<file path="src/rtl/ginv_pipe.sv">
// ---------------------------------------------------------------------------
// ginv_pipe
//
// Pipelined, parametrised word inverter. Each accepted word is transformed
// once, as it enters stage 0, and then travels through STAGES valid/ready
// register stages to the consumer. Empty stages always take a word from
// upstream, so bubbles collapse even while the output is stalled.
//
// Transforms (selected by mode when the word is accepted):
//   00 pass, 01 invert all bits, 10 xor with the mask register,
//   11 invert when the accept parity flop is 0, else pass.
//
// Ports:
//   clk, rst              rising-edge clock, synchronous active-high reset
//   in_valid/in_ready     upstream handshake, in_data is the word
//   mode                  transform select, captured on accept
//   mask_we/mask_in       load a new mask; an accept in the same cycle
//                         still sees the old mask
//   out_valid/out_ready   downstream handshake, out_data is the word
//   count                 completed output handshakes, modulo 2^16
// ---------------------------------------------------------------------------
module ginv_pipe #(
    parameter int               WIDTH    = 8,
    parameter int               STAGES   = 2,
    parameter logic [WIDTH-1:0] MASK_RST = {WIDTH{1'b1}}
) (
    input  logic             clk,
    input  logic             rst,
    input  logic             in_valid,
    output logic             in_ready,
    input  logic [WIDTH-1:0] in_data,
    input  logic [1:0]       mode,
    input  logic             mask_we,
    input  logic [WIDTH-1:0] mask_in,
    output logic             out_valid,
    input  logic             out_ready,
    output logic [WIDTH-1:0] out_data,
    output logic [15:0]      count
);

    logic [STAGES-1:0] valid_q;
    logic [WIDTH-1:0]  data_q [STAGES];
    logic [STAGES-1:0] stage_ready;
    logic              up_valid [STAGES];
    logic [WIDTH-1:0]  up_data  [STAGES];
    logic [WIDTH-1:0]  mask_q;
    logic              parity_q;
    logic [15:0]       count_q;
    logic [WIDTH-1:0]  xform_data;
    logic              accept;
    logic              out_fire;

    // Ready ripples back from the consumer: a stage can take a word when it
    // is empty or when the stage after it is itself able to move.
    always_comb begin
        logic r;
        r = out_ready;
        stage_ready = '0;
        for (int i = STAGES - 1; i >= 0; i--) begin
            r = ~valid_q[i] | r;
            stage_ready[i] = r;
        end
    end

    assign in_ready  = stage_ready[0];
    assign accept    = in_valid & stage_ready[0];
    assign out_valid = valid_q[STAGES-1];
    assign out_data  = data_q[STAGES-1];
    assign out_fire  = valid_q[STAGES-1] & out_ready;
    assign count     = count_q;

    // Transform uses the mask and parity as they stand before this edge.
    always_comb begin
        xform_data = in_data;
        case (mode)
            2'b00:   xform_data = in_data;
            2'b01:   xform_data = ~in_data;
            2'b10:   xform_data = in_data ^ mask_q;
            default: xform_data = parity_q ? in_data : ~in_data;
        endcase
    end

    // What each stage would load: stage 0 takes the freshly transformed
    // word, later stages take the contents of their predecessor.
    always_comb begin
        up_valid[0] = accept;
        up_data[0]  = xform_data;
        for (int i = 1; i < STAGES; i++) begin
            up_valid[i] = valid_q[i-1];
            up_data[i]  = data_q[i-1];
        end
    end

    // Stage registers. Data only loads alongside a valid word so a drained
    // stage keeps its last contents instead of picking up junk.
    always_ff @(posedge clk) begin
        if (rst) begin
            valid_q <= '0;
            for (int i = 0; i < STAGES; i++) begin
                data_q[i] <= '0;
            end
        end else begin
            for (int i = 0; i < STAGES; i++) begin
                if (stage_ready[i]) begin
                    valid_q[i] <= up_valid[i];
                    if (up_valid[i]) begin
                        data_q[i] <= up_data[i];
                    end
                end
            end
        end
    end

    // Mask register, accept parity and output handshake counter.
    always_ff @(posedge clk) begin
        if (rst) begin
            mask_q   <= MASK_RST;
            parity_q <= 1'b0;
            count_q  <= '0;
        end else begin
            if (mask_we) begin
                mask_q <= mask_in;
            end
            if (accept) begin
                parity_q <= ~parity_q;
            end
            if (out_fire) begin
                count_q <= count_q + 16'd1;
            end
        end
    end

endmodule

</file>
<file path="config.mk">
export PLATFORM = sky130hd
export DESIGN_NAME = ginv_pipe
export DESIGN_NICKNAME = d
export VERILOG_FILES = /design/src/rtl/ginv_pipe.sv
export SDC_FILE = /design/constraint.sdc
export NUM_CORES = 1
export LEC_CHECK = 0
export CORE_MARGIN = 4
export CORE_UTILIZATION = 54
export CTS_BUF_LIST = sky130_fd_sc_hd__clkbuf_2 sky130_fd_sc_hd__clkbuf_4 sky130_fd_sc_hd__clkbuf_8
export CTS_CLUSTER_SIZE = 24
export DETAILED_ROUTE_END_ITERATION = 10
export GPL_TIMING_DRIVEN = 0
export HOLD_SLACK_MARGIN = 0.1
export PLACE_DENSITY = 0.95
export SYNTH_ARGS = -nofsm -noshare
export SYNTH_HDL_FRONTEND = slang
export SYNTH_SLANG_ARGS = --single-unit
export TNS_END_PERCENT = 100
</file>
<file path="constraint.sdc">
create_clock -name clk -period 3.8 [get_ports clk]
set_input_delay 0.76 -clock clk [delete_from_list [all_inputs] [get_ports clk]]
set_output_delay 0.76 -clock clk [all_outputs]
set_load 0.02 [all_outputs]
</file>
==> results summary, run 1 <==
The post-CTS resize count came out at 0. The worst setup path is captured at an output port. The worst reg2reg path startpoint is valid_q[1]$_SDFFE_PP0P_. The post-route clock period utilization came out at 85.0%. In this run the deepest clock path goes through 2 buffers. Synthesis inferred 43 register bits.

The placement-stage worst setup slack came out at ~0.59 ns. The insertion delay of the later-clocked pin in the worst-skew pair is about 0.35 ns. The number of distinct library cell variants in the gate-level netlist after synthesis is 34. The remaining global-route overflow is 0. The min-delay analysis places its worst path in the category reg2reg. The maximum clock frequency came out at about 0.31 GHz. The main flop type after synthesis is dfxtp_1.

The final number of max-transition violations is 0. The ratio of routed vias to standard cells is 5.14. Clock-pin slew was measured on the worst setup and hold paths at about 0.13 ns.

The clock buffer count from CTS came out at 5. The worst reg2reg path endpoint is data_q[0][0]$_SDFFCE_PN0P_. The area of the core region came out at between 3000 and 4000 um^2. For met3 alone, demand over resource in global routing was just under 6%. The transition time of the tightest slew-check pin is roughly 0.55 ns. The global-route usage over all layers is approximately 18%. The number of cells on the worst hold path came out at 2. Buffers inserted to repair hold after CTS numbered 0. The layout cell share with drive strength beyond 1 is 9.43%. The worst hold path begins at count[15]$_SDFFE_PP0P_.

Global routing consumed, on the met2 layer, 29.0% of the routing resources. The maximum level of the CTS H-tree is 2. The flow ran to the end, and the final reports show no timing, DRC or antenna violations.

Synthesis produced a netlist with a net count of around 210. The floorplan has 21 rows. Setup repair after global routing left no endpoint under its margin. The aggregate routed wire length is 3760 um. Dividing the detail-routed wire length by the instance count gives around 13 um.

The worst setup path is launched from an input pin. The growth of design area from synthesis to finish is 33.8%. The die is between 60 and 70 um wide.

The number of endpoints with negative hold slack in the final report was 0. STA puts the critical path data arrival time at 2.47 ns. The area taken by multi-input logic gates is about 770 um^2.

The count of antenna diodes in the layout is 0. For hold timing, the worst endpoint is count[15]$_SDFFE_PP0P_. Data on the critical path is required at its endpoint by slightly above 3 ns. The effective utilization at floorplan is between 50% and 60%. The instance count of the mapped netlist came out at about 190. Headroom to the max-slew limit came out at between 60% and 70%. Leaving out filler cells and counting taps, the final layout contains between 200 and 300.

The final total negative setup slack is 0 ns. The y dimension of the die is between 60 and 70 um. Routability-driven placement finished with a final weighted congestion of approximately 0.7.

The cell count of the worst reg-to-reg path came out at 5. The clock period minus final worst setup slack is between 3 and 4 ns. TritonCTS built the clock tree. The final number of setup-violating endpoints came out at 0. The total leakage power is 0.955 nW. The minimum setup slack in the final design came out at about 0.57 ns. The setup check on the worst reg-to-reg path leaves a slack of about 2.1 ns. In the synthesized netlist the async set-or-reset flop fraction comes to 0%. VDD sags by at most about 0.29 mV. By startpoint and endpoint, the worst setup path is classified as in2out. The floorplan die area came out at between 4000 and 5000 um^2. The first TritonRoute pass finished after 5 iterations.

The post-CTS setup buffer count is 0. The number of I/O pins is between 40 and 50. After detailed routing, the number of remaining DRC violations is 0. The routed via count came out at 1,492. The maximum fanout along the worst path came out at 6. The number of instances in the placed design came out at between 200 and 300. The total power divided by cell area is between 300 and 400 nW/um^2. The number of nets in the finished design is 267. Sequential cells were found to cover 53.6% of the synthesized design area. The cell area after synthesis came out at 1900 um^2. Summed over all nets, the half-perimeter wirelength after detailed placement is about 2600 um. The global-route track usage on met1 came out at 23.5%.

During placement, the flow inserted port buffers numbering 48. The count of fill cells added during filler insertion came out at 228. The number of global-route vias before repair came out at approximately 1,500.

The root buffer selected by CTS is clkbuf_4. In this run the most used layer during global routing was met2. The synthesized area per cell came out at about 10 um^2.

Across the whole layout, storage elements account for approximately 1000 um^2. The largest net degree at the start of global routing is 14. The number of antenna-violating nets in the routed design is 0. The yosys synthesis warning count came out at 0. The total of max-cap violations is 0.

The overall power is 990 uW. The number of sinks on the clock net is 43. The first-pass GRT wire length is between 6000 and 7000 um.

The DRC violation total after the first TritonRoute iteration is 38. The number of enable-type register cells in the synthesized netlist came out at 16. The initial antenna violation count is 0. The final setup skew came out at around 0.012 ns.
-- layer usage --
layer / part of all wire [%] / wire length [um]
met1: 45 / 1690
met2: 47 / 1770
met3: 7.1 / 268
met4: 0.66 / 25
met5: 0 / 0
-- critical path: stages --
cell and delay (ns):
clkdlybuf4s50_1 0.50, or2b_2 0.35, nor2_1 0.20, inv_1 0.09
clkdlybuf4s50_1 0.57
-- kinds of logic (layout without fill, tap and decap cells) --
kind of cell	Yosys count	count (layout)	share of synthesized area (%)
AO/OA/AOI/OAI	30	30	9.86
XOR/XNOR	19	19	8.74
buffers and inverters	19	75	5.92
adder cells (fa/ha/maj)	1	1	0.657
AND/OR/NAND/NOR	76	76	21.2
flip-flops	43	43	53.6
-- synthesized netlist by cell type, drive strengths merged (2+ instances only) --
library cell,number,area [um^2]
dfxtp,27,541
nor2,23,86.3
xor2,17,149
edfxtp,16,480
a21oi,15,75.1
buf,11,82.6
nand2,10,37.5
nor2b,9,56.3
a211o,8,70.1
and2,8,50.1
clkbuf,6,22.5
nand3,6,35.0
or3,5,33.8
nand4,4,25.0
o21ai,4,20.0
and4,3,27.5
inv,2,7.51
nor3,2,10.0
xnor2,2,17.5
-- final cells by class --
cell class	instances	share of cell area (%)
sequential	43	40.1
multi-input combinational	126	30.2
timing repair buffer	48	18.9
buffer	17	4.13
clock inverter	2	2.36
tap	46	2.26
clock buffer	6	1.77
inverter	2	0.295
-- metrics by stage --
stage | util, % | hold slack, ns | area [um^2]
6_report | 75.7 | 0.493 | 2550
5_1_grt | 75.7 | 0.528 | 2550
4_1_cts | 75.7 | 0.497 | 2550
3_5_place_dp | 72.6 | 0.479 | 2440
3_3_place_gp | 72.6 | 0.467 | 2440
2_1_floorplan | - | 0.460 | 1900
-- flip-flops by register name, summed over array words and instances, names as in the netlist --
signal,flops
mask_q,8
parity_q,1
valid_q,2
data_q,16
count,16
-- report_power, final --
| part | switching, mW | total, mW | leakage [nW] | internal, mW |
|---|---|---|---|---|
| Sequential | 0.00928 | 0.514 | 0.393 | 0.504 |
| Clock | 0.147 | 0.359 | 0.0559 | 0.213 |
| Combinational | 0.0533 | 0.117 | 0.506 | 0.0636 |
-- worst max path at each step --
stage	slack (ns)	from	endpoint
floorplan	1.68	out_ready	in_ready
global placement	0.58	out_ready	in_ready
detailed placement	0.59	out_ready	in_ready
CTS	0.57	out_ready	in_ready
global route	0.44	out_ready	in_ready
finish	0.57	out_ready	in_ready
-- cells in the final DEF (no fill, tap or decap), types with 2 or more instances in the layout --
cell,n
a211o_1,8
a21oi_1,15
and2_1,8
and4_1,2
buf_4,9
bufinv_16,2
clkbuf_1,6
clkbuf_4,6
clkdlybuf4s50_1,48
dfxtp_1,27
edfxtp_1,16
inv_1,2
nand2_1,10
nand3_1,5
nand4_1,4
nor2_1,23
nor2b_1,9
nor3_1,2
o21ai_0,4
or3_1,3
or3_2,2
xnor2_1,2
xor2_1,17
(Power assumes the default switching activity.)
==> run 2, diff against run 1 <==
--- a/config.mk
+++ b/config.mk
@@ -5,6 +5,7 @@
 export SDC_FILE = /design/constraint.sdc
 export NUM_CORES = 1
 export LEC_CHECK = 0
+export CAP_MARGIN = 40
 export CORE_MARGIN = 4
 export CORE_UTILIZATION = 54
 export CTS_BUF_LIST = sky130_fd_sc_hd__clkbuf_2 sky130_fd_sc_hd__clkbuf_4 sky130_fd_sc_hd__clkbuf_8
==> constraint.sdc (replaced) <==
create_clock -name clk -period 3.8 [get_ports clk]
set_input_delay 0.76 -clock clk [delete_from_list [all_inputs] [get_ports clk]]
set_output_delay 0.76 -clock clk [all_outputs]
set_load 0.1 [all_outputs]
==> results summary, run 2 (same netlist as run 1, synthesis figures left out) <==
The clock period minus final worst setup slack came out at 3.54 ns (was 3.23 ns). The x dimension of the die is 67.4 um (unchanged). The start point of the critical path is out_ready (unchanged). The total leakage power is 1.13 nW (was 0.955 nW).

The insertion delay of the later-clocked pin in the worst-skew pair is 0.37 ns (was 0.35 ns). The number of sinks on the clock net came out at 43 (unchanged). The class of the tightest hold or removal check was reg2reg (unchanged). Status: finished clean (unchanged). The floorplan die area was 4540 um^2 (unchanged). The final number of setup-violating endpoints came out at 0 (unchanged).

The initial antenna violation count came out at 0 (unchanged). The final routed wire length divided by cell count is 14.8 um (was 13.0 um). The DRC violation total after the first TritonRoute iteration was 75 (was 38). The cell family contributing the most delay on the critical path is buffers and inverters (unchanged).

The number of antenna-violating nets in the routed design is 0 (unchanged). The count of antenna diodes in the layout was 0 (unchanged). The layout cell share with drive strength beyond 1 is 17.8% (was 9.43%).

The worst reg2reg path endpoint was data_q[0][6]$_SDFFCE_PN0P_ (was data_q[0][0]$_SDFFCE_PN0P_). The effective utilization at floorplan is 56.6% (unchanged). The growth of design area from synthesis to finish came to 52.7% (was 33.8%). The CTS tree is built (unchanged). The endpoint class of the critical path is an output port (unchanged). Commonest cells after routing, fill and taps aside: 48 x clkdlybuf4s50_1, 27 x dfxtp_1, 25 x buf_8 (was 48 x clkdlybuf4s50_1, 27 x dfxtp_1, 23 x nor2_1). The transition time of the tightest slew-check pin is 0.559 ns (was 0.553 ns).

The post-CTS resize count is 0 (unchanged). The routed via count came out at 1,643 (was 1,492). The final number of max-transition violations came out at 0 (unchanged).

The area of the core region is 3360 um^2 (unchanged). The first-pass GRT wire length came out at 7940 um (was 6300 um). The total power divided by cell area came to 326 nW/um^2 (was 389 nW/um^2). The quantity of I/O buffers inserted on ports came out at 48 (unchanged).

The ratio of routed vias to standard cells came out at 5.20 (was 5.14). The number of nets in the finished design came out at 293 (was 267). The root buffer selected by CTS is clkbuf_4 (unchanged). The start point of the worst hold path is count[15]$_SDFFE_PP0P_ (unchanged).

The global-route usage over all layers is 23.8% (was 18.2%). The slowest library cell on the worst path is clkdlybuf4s50_1 (unchanged). The number of detailed-route iterations in the first pass was 4 (was 5). The count of standard-cell rows is 21 (unchanged). The quantity of hold-fixing buffers added after cts came out at 0 (unchanged). The maximum single-stage delay on the critical path came out at 0.53 ns (was 0.57 ns). The post-route clock period utilization came to 93.2% (was 85.0%). The number of cells on the critical path came to 6 (was 5). The worst relative slew slack is 62.5% (was 62.8%). The remaining global-route overflow is 0 (unchanged).

Critical-path cell list: clkdlybuf4s50_1, or2b_2, nor2_1, inv_1, clkdlybuf4s50_1, buf_16 (was clkdlybuf4s50_1, or2b_2, nor2_1, inv_1, clkdlybuf4s50_1). The maximum clock frequency is 0.282 GHz (was 0.310 GHz). The worst ir drop on vdd was 0.302 mV (was 0.287 mV). The aggregate routed wire length is 4680 um (was 3760 um). The clock-pin slew on the worst setup and hold paths is 0.14 ns (was 0.13 ns). The DRC violation count after routing came to 0 (unchanged). The combined buffer and inverter count along the critical path was 4 (was 3).

The cell occurring most often along the worst timing path is clkdlybuf4s50_1 (unchanged). The number of endpoints with negative hold slack in the final report is 0 (unchanged). The number of I/O pins came to 49 (unchanged). The final total negative setup slack came out at 0 ns (unchanged). The maximum buffer depth of the clock tree came out at 2 (unchanged). The clock buffer count from CTS came out at 5 (unchanged). The overall power is 949 uW (was 990 uW).

The arrival time of the worst setup path is 2.78 ns (was 2.47 ns). The HPWL reported at the end of detailed placement is 3570 um (was 2580 um). The most common cell after layout, fill and taps aside is clkdlybuf4s50_1 (unchanged).

The worst reg2reg path startpoint is valid_q[1]$_SDFFE_PP0P_ (unchanged). The final setup skew is 0.0236 ns (was 0.0122 ns). The placer congestion estimate is 0.720 (unchanged). The post-CTS setup buffer count is 0 (unchanged).

The category of the critical setup timing path is in2out (unchanged). The capture point of the critical path was in_ready (unchanged). The total of max-cap violations came out at 0 (unchanged). The number of global-route vias before repair came out at 1,712 (was 1,458). RSZ-0062 raised after global routing: false (unchanged). The kind of launch point of the worst setup path is an input pin (unchanged). The maximum fanout along the worst path is 6 (unchanged). The worst setup slack for register-to-register paths came out at 1.93 ns (was 2.06 ns). The cell count of the worst reg-to-reg path is 5 (unchanged). The largest net degree at the start of global routing came to 14 (unchanged).

The y dimension of the die was 67.4 um (unchanged). The critical path data required time is 3.04 ns (about the same). The maximum level of the CTS H-tree is 2 (unchanged).
==> run 2: changes by cell type in the layout (fill, tap and decap cells not counted) <==
cell,before,now
clkinv_1,0,1
clkbuf_4,6,5
buf_16,0,1
bufinv_16,2,0
buf_8,0,25
clkbuf_8,0,1
clkinvlp_4,0,1
==> run 2: worst register-to-register path, delay by kind of cell, from the launching register on <==
kind                   cells  cell delay [ns]
buffers and inverters      1             0.12
DFF                        1             0.48
and+or+nand+nor            4             0.98
==> run 2: power by group <==
group          switching (mW)  internal, mW
Clock                   0.150        0.0881
Sequential             0.0105         0.504
Combinational           0.110        0.0851
==> run 2: metal layers <==
metal | up-vias | track usage (%) | part of all wire (%)
met5 | - | 0 | 0
met4 | 0 | 8.86 | 1.6
met3 | 10 | 6.66 | 5.5
met2 | 61 | 41.2 | 53
met1 | 774 | 27.8 | 40
li1 | 798 | - | -
==> run 2: metrics by stage <==
step           cells  worst slack (ns)  area (um^2)  hold slack (ns)  utilization (%)
2_1_floorplan    188              1.08         1900            0.460                -
3_3_place_gp     282             0.150         2440            0.467             72.6
3_5_place_dp     308             0.348         2840            0.485             84.6
4_1_cts          316             0.290         2910            0.503             86.4
5_1_grt          316             0.210         2910            0.546             86.4
6_report         316             0.257         2910            0.498             86.4
==> run 2: final cells by class <==
| cell class | instances | area (um^2) |
|---|---|---|
| Buffer | 17 | 105 |
| Clock buffer | 6 | 51.3 |
| Clock inverter | 2 | 11.3 |
| Fill cell | 176 | 457 |
| Inverter | 2 | 7.51 |
| Multi-Input combinational cell | 126 | 769 |
| Sequential cell | 43 | 1020 |
| Tap cell | 46 | 57.6 |
| Timing Repair Buffer | 74 | 883 |
==> run 2: how the worst min path moves through the flow <==
stage | slack [ns] | endpoint | cells past startpoint
3_5_place_dp | 0.49 | count[15]$_SDFFE_PP0P_ | 2
3_3_place_gp | 0.47 | count[15]$_SDFFE_PP0P_ | 2
4_1_cts | 0.50 | count[15]$_SDFFE_PP0P_ | 2
5_1_grt | 0.55 | count[1]$_SDFFE_PP0P_ | 2
6_report | 0.50 | count[15]$_SDFFE_PP0P_ | 2
2_1_floorplan | 0.46 | valid_q[1]$_SDFFE_PP0P_ | 2
==> run 3, diff against run 2 <==
--- a/config.mk
+++ b/config.mk
@@ -11,6 +11,7 @@
 export CTS_BUF_LIST = sky130_fd_sc_hd__clkbuf_2 sky130_fd_sc_hd__clkbuf_4 sky130_fd_sc_hd__clkbuf_8
 export CTS_CLUSTER_SIZE = 24
 export DETAILED_ROUTE_END_ITERATION = 10
+export GPL_ROUTABILITY_DRIVEN = 0
 export GPL_TIMING_DRIVEN = 0
 export HOLD_SLACK_MARGIN = 0.1
 export PLACE_DENSITY = 0.95
==> constraint.sdc (replaced) <==
create_clock -name clk -period 4.39 [get_ports clk]
set_input_delay 0.878 -clock clk [delete_from_list [all_inputs] [get_ports clk]]
set_output_delay 0.878 -clock clk [all_outputs]
set_load 0.1 [all_outputs]
==> results of run 3 <==
The final DEF is identical to that of run 2. Status: finished clean.
Main changes from that run: setup slack after placement 0.348 ns -> 0.702 ns; setup slack after layout 0.257 ns -> 0.611 ns; register-to-register setup slack 1.93 ns -> 2.52 ns; total power 0.949 mW -> 0.821 mW; worst IR drop on VDD 0.302 mV -> 0.261 mV
